**config.mk**
```make
export PLATFORM = sky130hd
export DESIGN_NAME = branch_predictor
export DESIGN_NICKNAME = d
export VERILOG_FILES = /design/src/rtl/branch_predictor.sv
export SDC_FILE = /design/constraint.sdc
export NUM_CORES = 1
export LEC_CHECK = 0
export BUFFER_PORTS_ARGS = -buffer_cell sky130_fd_sc_hd__buf_2
export CORE_MARGIN = 5
export CORE_UTILIZATION = 40
export CTS_CLUSTER_SIZE = 24
export DETAILED_ROUTE_END_ITERATION = 10
export SLEW_MARGIN = 20
export SYNTH_ARGS = -nofsm -noshare
export SYNTH_HDL_FRONTEND = slang
export SYNTH_SLANG_ARGS = --single-unit
export TNS_END_PERCENT = 30
```
**constraint.sdc**
```tcl
create_clock -name clk -period 4.8 [get_ports clk]
set_clock_uncertainty 0.15 [all_clocks]
set_input_delay 0.48 -clock clk [delete_from_list [all_inputs] [get_ports clk]]
set_output_delay 0.48 -clock clk [all_outputs]
set_load 0.05 [all_outputs]
```
**src/rtl/branch_predictor.sv**
```systemverilog
// branch_predictor
// Direct-mapped branch target buffer with 2-bit saturating counters, placed
// upstream of instruction fetch.
//
// Ports:
//   clk              system clock, all state changes on the rising edge
//   rst              synchronous active-high reset, clears every entry
//   PC_curr          fetch PC to look up (combinational)
//   predict_taken    lookup hit with counter in a taken state
//   predict_target   stored target when predict_taken, else 16'h0000
//   upd_en           a branch was resolved this cycle
//   upd_PC           PC of the resolved branch
//   upd_taken        actual outcome
//   upd_target       actual target
//   upd_pred_taken   prediction that travelled with the branch
//   upd_pred_target  predicted target that travelled with the branch
//   mispredict       combinational flush request
module branch_predictor #(
    parameter int unsigned INDEX_W = 3
) (
    input  logic        clk,
    input  logic        rst,
    input  logic [15:0] PC_curr,
    output logic        predict_taken,
    output logic [15:0] predict_target,
    input  logic        upd_en,
    input  logic [15:0] upd_PC,
    input  logic        upd_taken,
    input  logic [15:0] upd_target,
    input  logic        upd_pred_taken,
    input  logic [15:0] upd_pred_target,
    output logic        mispredict
);

    localparam int ENTRIES = 2 ** INDEX_W;
    localparam int TAG_W   = 15 - INDEX_W;

    logic             r_valid  [ENTRIES];
    logic [TAG_W-1:0] r_tag    [ENTRIES];
    logic [1:0]       r_ctr    [ENTRIES];
    logic [15:0]      r_target [ENTRIES];

    logic [INDEX_W-1:0] w_lk_idx;
    logic [TAG_W-1:0]   w_lk_tag;
    logic               w_lk_hit;
    logic [INDEX_W-1:0] w_up_idx;
    logic [TAG_W-1:0]   w_up_tag;
    logic               w_up_hit;
    logic               w_unused;

    // Bit 0 of the PC is always zero for halfword-aligned instructions.
    assign w_unused = PC_curr[0] ^ upd_PC[0];

    assign w_lk_idx = PC_curr[INDEX_W:1];
    assign w_lk_tag = PC_curr[15:INDEX_W+1];
    assign w_up_idx = upd_PC[INDEX_W:1];
    assign w_up_tag = upd_PC[15:INDEX_W+1];

    assign w_lk_hit = r_valid[w_lk_idx] && (r_tag[w_lk_idx] == w_lk_tag);
    assign w_up_hit = r_valid[w_up_idx] && (r_tag[w_up_idx] == w_up_tag);

    always_comb begin
        predict_taken  = w_lk_hit & r_ctr[w_lk_idx][1];
        predict_target = predict_taken ? r_target[w_lk_idx] : 16'h0000;
    end

    always_comb begin
        mispredict = upd_en & ((upd_taken != upd_pred_taken) |
                               (upd_taken & upd_pred_taken &
                                (upd_target != upd_pred_target)));
    end

    always_ff @(posedge clk) begin
        if (rst) begin
            for (int i = 0; i < ENTRIES; i++) begin
                r_valid[i]  <= 1'b0;
                r_tag[i]    <= '0;
                r_ctr[i]    <= 2'b00;
                r_target[i] <= 16'h0000;
            end
        end else if (upd_en) begin
            if (w_up_hit) begin
                if (upd_taken) begin
                    if (r_ctr[w_up_idx] != 2'b11) begin
                        r_ctr[w_up_idx] <= r_ctr[w_up_idx] + 2'd1;
                    end
                    r_target[w_up_idx] <= upd_target;
                end else if (r_ctr[w_up_idx] != 2'b00) begin
                    r_ctr[w_up_idx] <= r_ctr[w_up_idx] - 2'd1;
                end
            end else if (upd_taken) begin
                // Allocation evicts whatever branch aliased to this index.
                r_valid[w_up_idx]  <= 1'b1;
                r_tag[w_up_idx]    <= w_up_tag;
                r_ctr[w_up_idx]    <= 2'b10;
                r_target[w_up_idx] <= upd_target;
            end
        end
    end

endmodule

```
-- Word-level counts from Yosys, hierarchy flattened
Memories as Yosys holds them, arrays and structs flattened.
Index checks and enable logic that the tools add are counted.
Widths: inputs -> output; s select.
- register bits after elaboration: 0
- RAM bits: 248
- input bits: 69
- output and inout bits: 18
- word-level logic and storage cells: 65
- memories kept: 4
- add/sub/neg operators: 2
- equality and inequality tests: 5
- multiplexer cells: 39
- bitwise gates (word level): 8
- reductions and logical operators: 7
- memory list (memory ; words ; bits a word ; rd ports ; clocked after memory_dff ; wr ports ; line ; RTL):
    r_target ; 8 ; 16 ; 1 ; 0 ; 8 ; 41 ; logic [15:0] r_target [ENTRIES];
    r_tag ; 8 ; 12 ; 2 ; 0 ; 8 ; 39 ; logic [TAG_W-1:0] r_tag [ENTRIES];
    r_ctr ; 8 ; 2 ; 2 ; 0 ; 8 ; 40 ; logic [1:0] r_ctr [ENTRIES];
    r_valid ; 8 ; 1 ; 2 ; 0 ; 8 ; 38 ; logic r_valid [ENTRIES];
- operator list (operator ; count):
    $mux 16 ; 3
    $mux 1 ; 28
    $eq 12x12->1 ; 2
    $ne 16x16->1 ; 1
    $reduce_or 16->1 ; 1
    $mux 12 ; 1
    $mux 3 ; 4
    $reduce_or 12->1 ; 1
    $mux 2 ; 3
    $and 1x1->1 ; 4
    $or 1x1->1 ; 4
    $add 2x1->2 const B ; 1
    $logic_and 1x1->1 ; 2
    $ne 2x2->1 const B ; 1
    $reduce_bool 2->1 ; 1
    $reduce_or 2->1 ; 1
    $sub 2x1->2 const B ; 1
    $ne 1x1->1 ; 1
    $reduce_or 1->1 ; 1

-- Logic depth before layout (Yosys ltp)
Gate-level depths: netlist of run 1.
An unclocked memory read counts as a cell.
- depth after elaboration: 12
- depth in mapped cells: 13

-- Worst setup path after synthesis of run 1
No wires, ideal clock.
- kind: input to output
- from: input PC_curr[1]
- to: output predict_target[10]
- arrival time: 3269 ps
- path slack: 901 ps
- stages: 9
- path buffers: 3
- cells stage by stage: buf_2 -> buf_2 -> mux4_2 -> mux2i_1 -> xnor2_1 -> nor4_1 -> nand4_1 -> clkbuf_1 -> nor2_1
- cells in the longest elaborated chain, start to end: 5
- RTL lines (element ; line ; RTL):
    start, declared ; 23 ; input logic [15:0] PC_curr,
    $mem_v2 8x12 ; - ;
    $eq 12x12->1 ; 59 ; assign w_lk_hit = r_valid[w_lk_idx] && (r_tag[w_lk_idx] == w_lk_tag);
    $logic_and 1x1->1 ; 59 ;
    $and 1x1->1 ; 63 ; predict_taken = w_lk_hit & r_ctr[w_lk_idx][1];
    $mux 16 * ; 64 ; predict_target = predict_taken ? r_target[w_lk_idx] : 16'h0000;
    end, declared ; 25 ; output logic [15:0] predict_target,
Every way passes the cells marked *; elsewhere a longest branch is shown, timed or not.

-- Worst setup path in the final report of run 1
- from: input PC_curr[1]
- to: output predict_target[9]
Same word-level chain as after synthesis.

==> impl_summary.txt, run 1 <==
----------------------------------------------------
[Clocking]
  CTS tree ... done
  Max Root-Sink Buffers ... 3
  Number of resized instances in the post-cts repair step ... 0
  Insertion delay of the later-clocked pin in the worst-skew pair ... ~530 ps
  Setup Buffers After CTS ... 0
  Cell at the root of the clock tree ... sky130_fd_sc_hd__clkbuf_16
  Num CTS Buffers ... 27
  Clock Pin Slew Worst Setup and Hold Paths ... 60 ps
  CTS hold repair buffers ... 0
  Clock Sink Count ... 248
  H-tree depth ... 1

[Synthesis]
  Count of state elements after synthesis ... 248
  Mean instance size in the synthesized netlist ... 14.2 sq um
  Main area contributors after synthesis ... sky130_fd_sc_hd__edfxtp_1 (57%), sky130_fd_sc_hd__mux4_2 (13%), sky130_fd_sc_hd__and2_1 (6.3%), sky130_fd_sc_hd__and3_1 (4.8%), sky130_fd_sc_hd__mux2i_1 (3.5%)
  Yosys top cell area share ... 57.1%
  Total number of yosys warnings ... 0
  Synthesized net count ... 958
  Cell area after technology mapping ... 12600 sq um
  Synth Flop Type ... sky130_fd_sc_hd__edfxtp_1
  Number of flops mapped to enable cells by yosys ... 240
  Most repeated cell in the gate-level netlist after synthesis ... sky130_fd_sc_hd__edfxtp_1
  Distinct cells, synth ... 45
  Proportion of synthesized chip area in sequential cells ... 58.3%
  Largest area contributor in the netlist ... sky130_fd_sc_hd__edfxtp_1
  Synth top cells by count ... sky130_fd_sc_hd__edfxtp_1 (240), sky130_fd_sc_hd__and2_1 (128), sky130_fd_sc_hd__and3_1 (96)
  Share of synthesized flip-flops with an asynchronous set or reset ... 0%
  Synth Instances ... 888

[Placed design]
  Cell Count Post-Placement ... 1345
  Number of buffers added on ports ... 84
  Routability-driven placement congestion ratio ... 0.839
  Half-perimeter wire length after detailed placement ... 20700 microns

[Global route]
  Number of global-route vias before repair ... 7877
  Residual overflow from global routing ... 0
  Grt met3 use ... between 2 and 3%
  Number of antenna violations at the first check in global routing ... 1
  GR Util met2 ... 31.3%
  Wire length of the first global-routing pass ... 50000 microns
  Met1 routing resource usage after global routing ... 26.0%
  Global routing usage summed across all routing layers ... 18.6%
  Gr busiest metal ... met2
  Largest net degree at the start of global routing ... 97

[Critical path]
  CP arrival ... 3690 ps
  Worst setup path class ... in2out
  Largest stage delay, worst path ... 570 ps
  Crit-path cells ... buf_4, buf_12, mux4_2, mux2i_1, xnor2_1, nor4_1, nand4_1, buf_4, nor2_1, buf_2
  Top cell by count, worst path ... sky130_fd_sc_hd__buf_4
  Critical Path Sink Type ... output port
  Data required time of the worst path ... ~4200 ps
  Crit start category ... input port
  Max Fanout on Critical Path ... 42
  Critical-path top delay cell ... sky130_fd_sc_hd__nor4_1

[Route]
  Iteration-0 DRC Markers ... 610
  Via total after detailed routing ... just under 8000
  Wire length after detailed routing ... roughly 34000 microns
  Number of vias per cell after detailed routing ... 5.62
  Total DRC errors in the routed layout ... 0
  DRT Pass-1 Iters ... 5
  Wire length per cell ... 24.1 microns
  Routed Antenna Nets ... 0

[Floorplan]
  Rows ... 65
  Placeable core region ... 31400 sq um
  Die Height ... 188 microns
  Effective utilization at floorplan ... 40.2%
  Chip Width ... 188 microns
  IO Pins ... 87
  Floorplan die area ... 35200 sq um

[Pwr]
  Max VDD drop ... 0.226 mV
  Leakage power total ... 5.58 nW
  Pwr per Cell Area ... approximately 340 nW/um^2

[Timing]
  Fin. Hold Viols ... 0
  Max-slew violation count ... 0
  Unrepaired setup endpoints after global routing ... false
  Final worst path period need ... 4320 ps
  Headroom to the max-slew limit ... 38.9%
  Final cycle utilization of the critical path ... 90.0%
  Worst hold margin ... ~200 ps
  Setup violators final ... 0
  FMAX ... around 0.23 GHz
  Total Neg Setup Slack ... 0 ps
  Worst Max-Slew Pin Slew ... 916 ps

[Finish]
  Antenna diode instance count ... 0
  Ratio of cells with drive above 1 in the final layout ... 27.3%
  Total area of sequential cells ... approximately 7400 sq um
  Filler cell count ... 2811
  Area added between synthesis and finish ... 14.2%
  Multi-input gate area in the final layout ... 5000 sq um
  Nets ... about 1000
  Number of non-filler instances in the completed layout ... about 1400

[Status]
  Status ... complete, no violations

[Flow run]
  # Max-Cap Violations ... 0

[Hold path]
  Classification of the worst-slack hold path ... in2reg

----------------------------------------------------
==> cell families after synthesis <==
family,synth area share (%)
flip-flops,58.3
AO/OA/AOI/OAI,3.17
adder cells (fa/ha/maj),0.0991
XOR/XNOR,2.77
buffers and inverters,2.43
multiplexers,17.4
AND/OR/NAND/NOR,15.8
==> path summary, 6_finish.rpt <==
path                                     endpoint  depth (start not counted)  slack [ps]          start
worst max register to register        r_ctr[6][0]                          8        1220   r_tag[7][10]
worst max-delay path            predict_target[9]                         10         480     PC_curr[1]
worst min register to register         r_valid[2]                          1         360     r_valid[2]
worst min-delay path               r_target[3][3]                          2         200  upd_target[3]
==> cells in the final DEF, fill, tap and decap left out, drive strengths merged, types with 7 or more instances in the layout <==
cell,n
o22ai,8
or2,12
mux2i,44
and3,96
xor2,27
inv,9
nand2,15
clkbuf,39
a21o,8
o21ai,20
nor2,40
dfxtp,8
and2,128
mux4,74
edfxtp,240
buf,120
nor3,9
mux2,8
clkinv,7
o21bai,8
xnor2,13
==> registers in the layout (all words and copies together) (netlist names) <==
name / cells
r_ctr: 16
r_tag: 96
r_target: 128
r_valid: 8
==> report_power, final <==
| group | switching, mW | leakage [nW] | internal (mW) | total [mW] |
|---|---|---|---|---|
| clock | 0.817 | 0.397 | 1.11 | 1.92 |
| combinational | 0.285 | 2.81 | 0.221 | 0.505 |
| sequential | 0.0434 | 2.37 | 2.49 | 2.53 |
==> critical path, delay by kind of cell <==
family / cells / cell delay [ps]
AND/OR/NAND/NOR: 3 / 920
XOR/XNOR: 1 / 200
buffers and inverters: 4 / 1250
multiplexers: 2 / 780
==> metrics by stage <==
stage          power (mW)  utilization, %  area [sq um]  setup slack, ps
6_report             4.96            46.0         14400              479
5_1_grt              5.14            46.0         14400              175
4_1_cts              5.00            46.0         14400              513
3_5_place_dp         3.09            43.4         13600              519
3_3_place_gp         3.08            43.4         13600              540
2_1_floorplan        2.89               -         12600              901
==> per-layer routing <==
metal  share of wire [%]  wire [microns]
met1                  44           14600
met2                  49           16500
met3                 5.7            1920
met4                 1.5             502
met5               0.039              13
==> final cells by class <==
class | count | share of cell area, %
clock buffers | 39 | 5.35
multi-input cells | 566 | 34.7
well taps | 402 | 3.49
flip-flops and latches | 248 | 51.1
clock inverters | 8 | 0.269
inverters | 9 | 0.234
repair buffers | 120 | 4.89
(Power assumes the default switching activity.)
==> run 2, diff against run 1 <==
ABC_AREA = 1   (was unset)
==> run 2 against run 1 <==
Maximum frequency rose by 10%. Worst hold slack got worse by 50 ps. Setup slack improved by 400 ps. Sequential power barely moved. Largest power group unchanged. Critical endpoint is now predict_target[0]. Global-route usage rose by 2.2 points. Area after synthesis rose by 5.1%. Clock-buffer cell count fell by 9.
==> impl_summary.txt, run 2 <==
----------------------------------------------------
[Timing]
  Worst hold margin ... 150 ps (-49.8 ps)
  Unrepaired setup endpoints after global routing ... false
  Headroom to the max-slew limit ... 36.7% (-2.2 points)
  Total Neg Setup Slack ... 0 ps (unchanged)
  Setup violators final ... 0 (unchanged)
  Worst Max-Slew Pin Slew ... 947 ps (+31.3 ps)
  FMAX ... 0.255 GHz (+10%)
  Max-slew violation count ... 0 (unchanged)
  Final cycle utilization of the critical path ... 81.8% (-8.2 points)
  Final worst path period need ... 3930 ps (-395 ps)
  Fin. Hold Viols ... 0 (unchanged)

[Status]
  Status ... complete, no violations

[Floorplan]
  Placeable core region ... 32600 sq um (+3.9%)
  Rows ... 66 (+1.5%)
  Die Height ... 192 microns (+2.4%)
  Chip Width ... 192 microns (+2.4%)
  IO Pins ... 87 (unchanged)
  Effective utilization at floorplan ... 40.7% (+0.45 points)
  Floorplan die area ... 36900 sq um (+4.8%)

[Placed design]
  Routability-driven placement congestion ratio ... 0.829 (-1.2%)
  Cell Count Post-Placement ... 1931 (+44%)
  Half-perimeter wire length after detailed placement ... 23200 microns (+12%)
  Number of buffers added on ports ... 84 (unchanged)

[Pwr]
  Pwr per Cell Area ... 361 nW/um^2 (+4.9%)
  Total Power ... 5.35 mW (+7.9%)
  Leakage power total ... 6.06 nW (+8.7%)
  Switching fraction of total power ... 25.2% (+2.1 points)
  Switching power ... 1.35 mW (+18%)
  Fraction of power consumed by the clock network ... 42.2% (+3.5 points)
  Share of total power in combinational logic ... 10.6% (+0.4 points)
  Seq pwr share ... 47.2% (-3.9 points)
  Total internal power ... 4.00 mW (+4.8%)
  Max VDD drop ... 0.308 mV (+36%)

[Synthesis]
  Synth Instances ... 1467 (+65%)
  Most repeated cell in the gate-level netlist after synthesis ... sky130_fd_sc_hd__nor2_1
  Number of flops mapped to enable cells by yosys ... 240 (unchanged)
  Total number of yosys warnings ... 0 (unchanged)
  Synth Flop Type ... sky130_fd_sc_hd__edfxtp_1
  Largest area contributor in the netlist ... sky130_fd_sc_hd__edfxtp_1
  Mean instance size in the synthesized netlist ... 9.04 sq um (-36%)
  Proportion of synthesized chip area in sequential cells ... 55.5% (-2.8 points)
  Count of state elements after synthesis ... 248 (unchanged)
  Distinct cells, synth ... 44 (-2.2%)
  Synthesized net count ... 1537 (+60%)
  Main area contributors after synthesis ... sky130_fd_sc_hd__edfxtp_1 (54%), sky130_fd_sc_hd__nor2_1 (10%), sky130_fd_sc_hd__o21ai_0 (6.5%), sky130_fd_sc_hd__nand2_1 (6.0%), sky130_fd_sc_hd__inv_1 (3.2%)
  Cell area after technology mapping ... 13300 sq um (+5.1%)
  Synth top cells by count ... sky130_fd_sc_hd__nor2_1 (364), sky130_fd_sc_hd__edfxtp_1 (240), sky130_fd_sc_hd__nand2_1 (211)
  Share of synthesized flip-flops with an asynchronous set or reset ... 0% (unchanged)
  Yosys top cell area share ... 54.3% (-2.8 points)

[Hold path]
  Endpoint of the worst hold path ... r_valid[1]
  Classification of the worst-slack hold path ... in2reg
  Worst min-delay path startpoint ... rst
  Number of cells on the worst hold path ... 2 (unchanged)

[Critical path]
  Logic depth of the worst register-to-register path ... 14 (+6)
  Critical Path Sink Type ... output port
  Data required time of the worst path ... 4170 ps (about the same)
  Crit start category ... input port
  Crit path max-delay family ... simple AND/OR/NAND/NOR gates
  Max Fanout on Critical Path ... 41 (-2.4%)
  Largest stage delay, worst path ... 540 ps (-30 ps)
  Buf+Inv Stages, Crit Path ... 3 (-1)
  CP arrival ... 3300 ps (-390 ps)
  Crit-path cells ... buf_4, clkinv_2, nor2_1, o21ai_0, o21ai_0, o21ai_0, nor2_1, and3_1, nand2_2, nor2_1, buf_2
  Setup slack on the worst flop-to-flop path ... 2010 ps (+790 ps)
  Reg-to-reg startpoint ... r_tag[4][9]
  Worst setup path class ... in2out
  Capture point of the worst reg-to-reg path ... r_tag[3][10]
  Critical-path top delay cell ... sky130_fd_sc_hd__o21ai_0

[Global route]
  Largest net degree at the start of global routing ... 77 (-21%)
  Residual overflow from global routing ... 0 (unchanged)
  Global routing usage summed across all routing layers ... 20.8% (+2.2 points)
  Wire length of the first global-routing pass ... 58900 microns (+18%)
  Number of antenna violations at the first check in global routing ... 1 (unchanged)
  Number of global-route vias before repair ... 10261 (+30%)

[Finish]
  Register with the most flip-flops ... r_target
  Antenna diode instance count ... 0 (unchanged)
  Largest register FFs ... 128 (unchanged)
  Most common library cell in the layout ignoring fill and taps ... sky130_fd_sc_hd__nor2_1
  Ratio of cells with drive above 1 in the final layout ... 14.4% (-13 points)
  Area added between synthesis and finish ... 11.8%
  Largest registers ... r_target: 128 flops, r_tag: 96 flops, r_ctr: 16 flops
  Most frequent cells in the layout ... sky130_fd_sc_hd__nor2_1 (364), sky130_fd_sc_hd__edfxtp_1 (240), sky130_fd_sc_hd__nand2_1 (211), sky130_fd_sc_hd__o21ai_0 (172), sky130_fd_sc_hd__inv_1 (114)
  Number of non-filler instances in the completed layout ... 1981 (+42%)
  Nets ... 1588 (+52%)

[Route]
  Routed Antenna Nets ... 0 (unchanged)
  Number of vias per cell after detailed routing ... 5.34 (-5.0%)
  Wire length per cell ... 19.4 microns (-19%)
  Total DRC errors in the routed layout ... 0 (unchanged)
  DRT Pass-1 Iters ... 5 (unchanged)
  Via total after detailed routing ... 10576 (+35%)
  Wire length after detailed routing ... 38500 microns (+15%)
  Iteration-0 DRC Markers ... 1130 (+85%)

[Clocking]
  CTS tree ... done
  H-tree depth ... 1 (unchanged)
  Num CTS Buffers ... 27 (unchanged)
  Cell at the root of the clock tree ... sky130_fd_sc_hd__clkbuf_16
  Clock Pin Slew Worst Setup and Hold Paths ... 60 ps (about the same)
  CTS hold repair buffers ... 0 (unchanged)
  Max Root-Sink Buffers ... 3 (unchanged)
  Clock Sink Count ... 248 (unchanged)
  Setup Buffers After CTS ... 0 (unchanged)
  Insertion delay of the later-clocked pin in the worst-skew pair ... 550 ps (+20 ps)
  Number of resized instances in the post-cts repair step ... 0 (unchanged)

[Flow run]
  # Max-Cap Violations ... 0 (unchanged)

----------------------------------------------------
-- run 2: cell types whose count changed after synthesis, sizes merged, moves of 17 or more --
cell / before / now
and3: 96 / 1
mux2i: 44 / 0
inv: 9 / 124
o21ai: 20 / 187
clkinv: 0 / 17
a21oi: 3 / 51
and2: 128 / 0
nand3: 6 / 70
mux4: 74 / 0
nor2: 40 / 382
nand2: 15 / 240
buf: 18 / 46
-- run 2: cells by family after synthesis --
kind of cell    synth area share, %
fa+ha+maj                    0.0943
flops                          55.5
buf+inv                        8.24
xor+xnor                       1.12
simple gates                   23.7
compound gates                 11.3
-- run 2: how the worst max path moves through the flow --
stage / start / endpoint / slack (ps) / cells after the start
after detailed placement: PC_curr[1] / predict_target[13] / 940 / 11
after floorplan: PC_curr[1] / predict_target[10] / 1690 / 11
final: PC_curr[1] / predict_target[0] / 870 / 11
after CTS: PC_curr[1] / predict_target[13] / 930 / 11
after global placement: PC_curr[1] / predict_target[2] / 920 / 11
after global routing: PC_curr[1] / predict_target[0] / 610 / 11
-- run 2: metrics by stage --
stage          setup WS, ps  utilization, %  area (sq um)
4_1_cts                 931            45.5         14800
6_report                874            45.5         14800
5_1_grt                 609            45.5         14800
3_3_place_gp            919            42.6         13900
3_5_place_dp            943            42.6         13900
2_1_floorplan          1690               -         13300
-- run 2: power by group through the flow --
stage          Sequential [mW]  Clock [mW]  Combinational (mW)
2_1_floorplan             2.56           0               0.387
3_3_place_gp              2.57           0               0.559
6_report                  2.53        2.26               0.568
5_1_grt                   2.54        2.36               0.628
3_5_place_dp              2.57           0               0.564
4_1_cts                   2.53        2.26               0.567
-- run 2: cell type report --
cell class,count,area [sq um]
fillers,3101,17800
flip-flops and latches,248,7370
multi-input cells,995,4810
clock buffers,30,687
repair buffers,105,593
inverters,141,564
well taps,442,553
clock inverters,20,267
-- run 2: metal layers --
layer  GRT usage, %  vias up  wire, microns
met1           29.5     5023          16400
met5              0        -              0
met3           2.80       80           3410
li1               -     4997              -
met4           5.54        0           1030
met2           33.7      476          17700
